## config.mk

```make
export PLATFORM = sky130hd
export DESIGN_NAME = rx_lane_deskew
export DESIGN_NICKNAME = d
export VERILOG_FILES = /design/src/rtl/rx_lane_deskew.sv
export SDC_FILE = /design/constraint.sdc
export NUM_CORES = 2
export LEC_CHECK = 0
export BUFFER_PORTS_ARGS = -buffer_cell sky130_fd_sc_hd__buf_2
export CAP_MARGIN = 25
export CORE_ASPECT_RATIO = 1.2
export CORE_MARGIN = 2
export CORE_UTILIZATION = 55
export CTS_CLUSTER_DIAMETER = 40
export DETAILED_ROUTE_END_ITERATION = 10
export PLACE_DENSITY = 0.73
export SYNTH_ARGS = -nofsm -noshare
export SYNTH_HDL_FRONTEND = slang
export SYNTH_MEMORY_MAX_BITS = 65536
export SYNTH_SLANG_ARGS = --single-unit
export TNS_END_PERCENT = 100
```

## constraint.sdc

```tcl
create_clock -name clk -period 13.3 [get_ports clk]
set_input_delay 0 -clock clk [delete_from_list [all_inputs] [get_ports clk]]
set_output_delay 0 -clock clk [all_outputs]
set_load 0.005 [all_outputs]
```

## src/rtl/rx_lane_deskew.sv

```systemverilog
// Multi-lane RX deskew: per-lane elastic FIFOs that are released in lock-step
// once every active lane has delivered the COM alignment marker.
module rx_lane_deskew #(
  parameter int LANES = 16,
  parameter int SYMS  = 4,
  parameter int DEPTH = 8,
  parameter int CNTW  = $clog2(DEPTH) + 1
) (
  input  logic                    clk,
  input  logic                    reset,
  input  logic                    enable,
  input  logic [4:0]              numberOfDetectedLanes,
  input  logic [LANES-1:0]        in_valid,
  input  logic [LANES*8*SYMS-1:0] in_data,
  input  logic [LANES*SYMS-1:0]   in_datak,
  output logic                    out_valid,
  output logic [LANES*8*SYMS-1:0] out_data,
  output logic [LANES*SYMS-1:0]   out_datak,
  output logic                    aligned,
  output logic                    deskew_error,
  output logic [CNTW-1:0]         skew_cycles
);
  localparam int DW = 8 * SYMS;
  localparam int WW = DW + SYMS;
  localparam int AW = $clog2(DEPTH);
  localparam logic [AW:0]     PTR_ONE   = 1;
  localparam logic [AW:0]     FULL_XOR  = {1'b1, {AW{1'b0}}};
  localparam logic [CNTW-1:0] CNT_LIMIT = CNTW'(DEPTH - 1);

  typedef enum logic [1:0] {IDLE, SEARCH, WAIT, ALIGNED} state_t;
  state_t state;

  logic [WW-1:0]    mem [LANES][DEPTH];
  logic [AW:0]      wptr [LANES];
  logic [AW:0]      rptr [LANES];
  logic [LANES-1:0] seen;
  logic [CNTW-1:0]  cnt;
  logic [4:0]       n_q;

  logic [LANES-1:0] active, is_mk, hd_mk, full, empty, wr, seen_nxt;
  logic [WW-1:0]    in_word [LANES];
  logic [WW-1:0]    hd_word [LANES];
  logic             all_seen, any_seen, rd, mk_bad, ovf, restart, err_now, flush;
  logic [CNTW-1:0]  cnt_nxt;

  always_comb begin
    for (int i = 0; i < LANES; i++) begin
      active[i]   = (int'(numberOfDetectedLanes) > i);
      in_word[i]  = {in_datak[i*SYMS +: SYMS], in_data[i*DW +: DW]};
      hd_word[i]  = mem[i][rptr[i][AW-1:0]];
      is_mk[i]    = in_word[i][DW] && (in_word[i][7:0] == 8'hBC);
      hd_mk[i]    = hd_word[i][DW] && (hd_word[i][7:0] == 8'hBC);
      full[i]     = ((wptr[i] ^ rptr[i]) == FULL_XOR);
      empty[i]    = (wptr[i] == rptr[i]);
      // while hunting, a lane only starts filling at its own marker
      wr[i]       = in_valid[i] && active[i] &&
                    ((state == ALIGNED) ||
                     (((state == SEARCH) || (state == WAIT)) && (seen[i] || is_mk[i])));
      seen_nxt[i] = seen[i] || (wr[i] && is_mk[i]);
    end
    all_seen = &(seen_nxt | ~active);
    any_seen = |(seen_nxt & active);
    rd       = (state == ALIGNED) && (|active) && (&(~empty | ~active));
    mk_bad   = rd && (|(active & (hd_mk ^ {LANES{hd_mk[0]}})));
    ovf      = |(wr & full & ~(active & {LANES{rd}}));
    cnt_nxt  = cnt + CNTW'(1);
    restart  = !enable || (numberOfDetectedLanes != n_q);
    unique case (state)
      WAIT:    err_now = ovf || (cnt_nxt == CNT_LIMIT);
      ALIGNED: err_now = ovf || mk_bad;
      default: err_now = 1'b0;
    endcase
    flush = restart || err_now;
  end

  // Lane storage carries no reset; validity lives entirely in the pointers.
  always_ff @(posedge clk) begin
    for (int i = 0; i < LANES; i++)
      if (wr[i]) mem[i][wptr[i][AW-1:0]] <= in_word[i];
  end

  always_ff @(posedge clk or negedge reset) begin
    if (!reset) begin
      state        <= IDLE;
      n_q          <= '0;
      cnt          <= '0;
      seen         <= '0;
      out_valid    <= 1'b0;
      out_data     <= '0;
      out_datak    <= '0;
      aligned      <= 1'b0;
      deskew_error <= 1'b0;
      skew_cycles  <= '0;
      for (int i = 0; i < LANES; i++) begin
        wptr[i] <= '0;
        rptr[i] <= '0;
      end
    end else begin
      n_q          <= numberOfDetectedLanes;
      out_valid    <= 1'b0;
      deskew_error <= err_now && !restart;
      if (flush) begin
        seen <= '0;
        for (int i = 0; i < LANES; i++) begin
          wptr[i] <= '0;
          rptr[i] <= '0;
        end
      end else begin
        seen <= seen_nxt;
        for (int i = 0; i < LANES; i++) begin
          if (wr[i])             wptr[i] <= wptr[i] + PTR_ONE;
          if (rd && active[i])   rptr[i] <= rptr[i] + PTR_ONE;
        end
      end

      if (restart) begin
        state   <= IDLE;
        aligned <= 1'b0;
      end else if (err_now) begin
        state   <= SEARCH;
        aligned <= 1'b0;
      end else begin
        unique case (state)
          IDLE: if (numberOfDetectedLanes != 5'd0) state <= SEARCH;
          SEARCH: begin
            if (all_seen) begin
              state       <= ALIGNED;
              aligned     <= 1'b1;
              skew_cycles <= '0;
            end else if (any_seen) begin
              state <= WAIT;
              cnt   <= '0;
            end
          end
          WAIT: begin
            cnt <= cnt_nxt;
            if (all_seen) begin
              state       <= ALIGNED;
              aligned     <= 1'b1;
              skew_cycles <= cnt_nxt;
            end
          end
          ALIGNED: begin
            if (rd) begin
              out_valid <= 1'b1;
              for (int i = 0; i < LANES; i++) begin
                out_data[i*DW +: DW]      <= active[i] ? hd_word[i][DW-1:0] : '0;
                out_datak[i*SYMS +: SYMS] <= active[i] ? hd_word[i][WW-1:DW] : '0;
              end
            end
          end
          default: state <= IDLE;
        endcase
      end
    end
  end
endmodule

```

* Yosys cells after proc, flatten, opt, wreduce, memory -nomap -nowiden *
Memories as Yosys holds them, arrays and structs flattened.
Cells that the tools add are included.

word-level totals
  flip-flop bits (word level) = 738
  bits in writable memories = 4,608
  input port bits = 600
  output and inout bits = 583
  word-level logic and storage cells = 715
  memories kept = 1

memories
  memory  words  bits a word  rd ports  clocked after Yosys merged registers in  wr ports  RTL line  text
  mem     16     288          16        0                                        16        33        logic [WW-1:0] mem [LANES][DEPTH];

cells by class
  add/sub/neg operators = 33
  $lt $le $gt $ge = 64
  equality and inequality tests = 76
  multiplexer cells = 201
  bitwise operators = 61
  reduce and logical (&&, ||, !) cells = 237

operators by type and width
  operator               count
  $mux W288              16
  $bmux W36 S3           16
  $demux W36 S3          16
  $mux W36               48
  $mux W32               16
  $eq A8 B8 Y1 const B   32
  $mux W4                52
  $add A4 B1 Y4 const B  33
  $logic_and A1 B1 Y1    132
  $ge A4 B4 Y1 const B   32
  $mux W64               2
  $not A3 Y4             32
  $and A16 B16 Y16       5
  $reduce_bool A2 Y1     33
  $eq A4 B4 Y1           16
  $eq A4 B4 Y1 const B   16
  $lt A4 B1 Y1 const B   16
  $reduce_or A16 Y1      4
  $xor A4 B4 Y4          16
  $logic_or A1 B1 Y1     53
  $not A16 Y16           3
  $gt A5 B4 Y1 const B   8
  $or A16 B16 Y16        2
  $reduce_and A16 Y1     2
  26 further kinds       71

* Logic depth before layout (Yosys ltp) *
  depth in word-level cells = 15
  gate-level depth with buffers = 16
  gate-level depth less buffers = 12

* Worst setup path before layout *
Ideal clock, no wire load.

  path kind = register to register
  start = register state[0]
  end = memory mem[1][1368] in the netlist's numbering (enable)
  setup time = 533 ps
  data arrival time = 5,551 ps
  required time = 12,767 ps
  setup slack = 7,216 ps
  stages on the path, launching flop included = 9
  path buffers = 2
  period minus slack after synthesis = 6,084 ps
  cells stage by stage = dfrtp_1 > inv_1 > ha_1 > clkbuf_1 > clkbuf_1 > a21o_1 > nand2_1 > or2_2 > nor4b_1

RTL lines
  element                   RTL line  text
  start: declaration        31        state_t state;
  start signal: assignment  84        state <= IDLE;
  start signal: assignment  117       state <= IDLE;
  start signal: assignment  120       state <= SEARCH;
  end: declaration          33

* Final worst setup path *
  start = input numberOfDetectedLanes[4]
  end = register out_datak[12]

between the ends
  cells in the longest elaborated chain, start to end = 13
  elaborated cells between the ends (all ways) = 71
  those cells by class = order compare (16); eq/ne (1); mux (2); bitwise (9); reduce/logical (43)

RTL lines
  element                                       RTL line  text
  start: declaration                            12        input logic [4:0] numberOfDetectedLanes,
  $gt A5 B1 Y1, or another cell as far along    48        active[i] = (int'(numberOfDetectedLanes) > i);
  $not A16 Y16                                  63        rd = (state == ALIGNED) && (|active) && (&(~empty | ~active));
  $or A16 B16 Y16                               63
  $reduce_and A16 Y1                            63
  $logic_and A1 B1 Y1                           63
  $and A16 B16 Y16                              65        ovf = |(wr & full & ~(active & {LANES{rd}}));
  $not A16 Y16                                  65
  $and A16 B16 Y16                              65
  $reduce_or A16 Y1                             65
  $logic_or A1 B1 Y1, on equally long branches  70, 69
  $pmux W1 S2                                   68        unique case (state)
  $not A1 Y1 (no source line)                   --
  $reduce_and A4 Y1 (no source line)            --
  end signal: indexed assignment                148       out_datak[i*SYMS +: SYMS] <= active[i] ? hd_word[i][WW-1:DW] : '0;
  end: declaration                              18        output logic [LANES*SYMS-1:0] out_datak,

Several ways; a longest one is shown, not always the timed one.
A chain may end at the register's enable or synchronous reset.

==> reports/summary.txt <==
Post-DRT Antenna Nets -> 0
area used by multi-input combinational logic -> 49910 sq um
Post-Syn Area per Cell -> 21.08 sq um
Largest delay share family, worst path -> buffers and inverters
Layout Skew -> 0.07011 ns
Worst Hold Launch -> in_valid[2]
worst flop-to-flop path startpoint -> rptr[61]$_DFFE_PN0P_
most frequent cells in the layout -> 4608 x edfxtp_1, 1188 x dlygate4sd3_1, 1183 x buf_2
Post-DP HPWL -> 324400 microns
largest net degree at the start of global routing -> 102
Worst slew margin -> 10.19%
final WL -> 541700 microns
total negative slack -> 0 ns
total global-route track usage -> 27.86%
Synth Instances -> 9889
clock root cell -> clkbuf_16
Layout area overhead -> 21.76%
Final Setup Violations -> 0
actual slew at the worst max-slew pin -> 1.347 ns
flop-to-flop setup slack -> 6.15 ns
Mapped Area -> 208400 sq um
Synth cell types -> 76
reg2reg end -> out_datak[12]$_DFFE_PN0P_
Final Util -> 67.31%
post-route insts no fill -> 18180
most common cell after layout, fill and taps aside -> edfxtp_1
CP most frequent cell -> buf_4
DRT iter0 DRCs -> 11731
Worst Hold Endpoint -> seen[2]$_DFF_PN0_
Core Area -> 377000 sq um
number of global-route vias before repair -> 112578
Period Utilization, post-route -> 53.87%
kind of end point of the critical path -> register
initial antenna violation count -> 178
max frequency -> 0.1396 GHz
crit-path max FO -> 83
via count -> 109056
asr flop ratio synth -> 13.80%
predominant post-synthesis flop cell -> edfxtp_1
WP data arrival -> 8.07 ns
critical path type -> primary input to register
Worst path max stage delay -> 0.80 ns
CTS Sinks -> 5346
Hold Fails Final Rpt -> 0
Filler Cells Inserted -> 23542
share of layout cells above drive strength 1 -> 33.05%
Hold Crit Class -> primary input to register
synthesized flop and latch total -> 5346
drc violations -> 0
worst hold stages -> 4
First-pass DRT Iterations -> 8
Post-synth EDFFs -> 4608
Mapped Nets -> 10527
initial core utilization -> 55.28%
data required time of the worst path -> 14.20 ns
clk slew on worst S/H paths -> 0.04 ns
Pleak -> 0.08930 uW
Max-cap violations -> 0
maximum VDD drop -> 0.1506 mV
Worst setup SP type -> primary input
power consumption -> 35450 uW
RSZ-0062 raised after global routing -> false
CTS H-tree lvls -> 6
total gr overflow -> 0
crit path cell chain -> dlygate4sd3_1 > buf_2 > dlygate4sd3_1 > buf_4 > or2_2 > a21oi_4 > buf_4 > nor4_2 > buf_4 > nand2_1 > o211ai_1 > nor4_2 > buf_4 > inv_1 > a32o_1 > o21ai_4 > buf_12 > buf_4 > buf_4 > mux2_4
Post-CTS Repair Setup Buffers -> 0
Max Slew Vio Count -> 0
Total Die Area -> 383900 sq um
Die X -> 566.0 microns
Hold WS -> 0.09152 ns
IO Pins -> 1183
total CTS buffers -> 574
Skew-Pair Late Insertion Delay -> 1.09 ns
Clock Tree Buf Depth -> 4
Final #Nets -> 13226
Buffers on Ports -> 1182
TritonCTS clock tree -> done
first-pass GRT wire length -> 781700 microns
Period minus WS final -> 7.165 ns
Rows -> 247
Die Y -> 678.3 microns
Cells after DPL -> 15795
PD cells -> 139.7 nW/um^2
sequential cell area -> 157000 sq um
FF-to-FF path depth -> 14
status -> finished, final reports clean
crit path buf inv count -> 11
slowest CP cell -> buf_4
drt wl/cell -> 29.80 microns
GP Congestion -> 0.8313
Syn. warnings -> 0
Via density -> 5.999
post-synthesis sequential area ratio -> 75.25%
worst min-delay path, stage by stage:
cell and delay (ns):
dlygate4sd3_1 0.65, buf_2 0.16, a41oi_1 0.18, nor2_1 0.09
registers in the layout (all words and copies together), names as in the netlist, 2 cells and up:
| signal | flops |
|---|---|
| cnt | 4 |
| n_q | 5 |
| wptr | 64 |
| skew_cycles | 4 |
| seen | 16 |
| rptr | 64 |
| mem | 4608 |
| state | 2 |
| out_data | 512 |
| out_datak | 64 |
synth_stat cells, drive strengths merged, types with 6 or more instances:
cell / number / area (sq um)
a21oi: 40 / 200.2
and3: 11 / 68.82
buf: 290 / 1568
clkbuf: 224 / 840.8
dfrtp: 738 / 18470
edfxtp: 4608 / 138400
ha: 38 / 475.5
inv: 66 / 247.7
mux2: 586 / 8408
mux2i: 601 / 6016
mux4: 1152 / 25940
nand2: 175 / 656.9
nand2b: 40 / 250.2
nand3: 52 / 265.3
nand4: 10 / 62.56
nand4b: 12 / 105.1
nor2: 781 / 2932
nor2b: 7 / 43.79
nor3: 60 / 300.3
nor3b: 37 / 277.8
nor4: 38 / 250.2
nor4b: 6 / 52.55
o21ai: 23 / 115.1
o22ai: 8 / 50.05
or2: 7 / 43.79
xnor2: 71 / 621.9
xor2: 105 / 919.6
routing by layer:
layer | track usage (%) | vias to the layer above | share of wire (%)
li1 | - | 45451 | -
met1 | 36.23 | 57353 | 37
met2 | 45.32 | 5046 | 49
met3 | 6.428 | 1104 | 8.6
met4 | 12.25 | 102 | 4.7
met5 | 0 | - | 0.12
metrics by stage:
stage	area (sq um)	worst slack, ns
5_1_grt	253600	5.865
3_3_place_gp	221100	5.889
2_1_floorplan	208400	7.216
3_5_place_dp	221500	5.788
6_report	253800	6.135
4_1_cts	253300	5.775
logic make-up (layout without fill, tap and decap cells):
group	Yosys count	in the layout	synth area share [%]
flops	5346	5346	75.25
buf+inv	580	3771	1.275
xor+xnor	176	176	0.7396
other cells	0	120	0
fa+ha+maj	38	38	0.2281
compound gates	152	152	0.5055
simple gates	1258	1258	2.631
mux	2339	2339	19.37
final cells by class:
type	count	area share (%)
Sequential cell	5346	61.86
Antenna cell	120	0.1183
Multi-Input combinational cell	3963	19.67
Clock inverter	337	1.694
Inverter	66	0.09762
Timing Repair Buffer	2637	7.982
Clock buffer	731	6.129
Tap cell	4980	2.455
worst max path at each step:
stage	startpoint	to	cells after the start
after floorplan	state[0]$_DFFE_PN0P_	mem[1][1368]$_DFFE_PP_	8
after global placement	rptr[60]$_DFFE_PN0P_	out_data[378]$_DFFE_PN0P_	14
after detailed placement	rptr[60]$_DFFE_PN0P_	out_data[360]$_DFFE_PN0P_	14
after CTS	rptr[60]$_DFFE_PN0P_	out_data[373]$_DFFE_PN0P_	14
after global routing	numberOfDetectedLanes[4]	out_datak[12]$_DFFE_PN0P_	20
final	numberOfDetectedLanes[4]	out_datak[12]$_DFFE_PN0P_	20
timing repair:
action,4_1_cts,5_1_grt
hold buffers,1189,0
resized for setup,0,0
hold endpoints to repair,5142,0
where the power goes:
group | leakage (uW) | total (uW) | switching [uW] | internal, uW
logic | 0.0284 | 795 | 463 | 332
registers | 0.0514 | 18200 | 0.711 | 18200
clock network | 0.00955 | 16400 | 6850 | 9590
total | 0.0893 | 35400 | 7310 | 28100
Note: power is estimated with default switching activity, not from simulation.
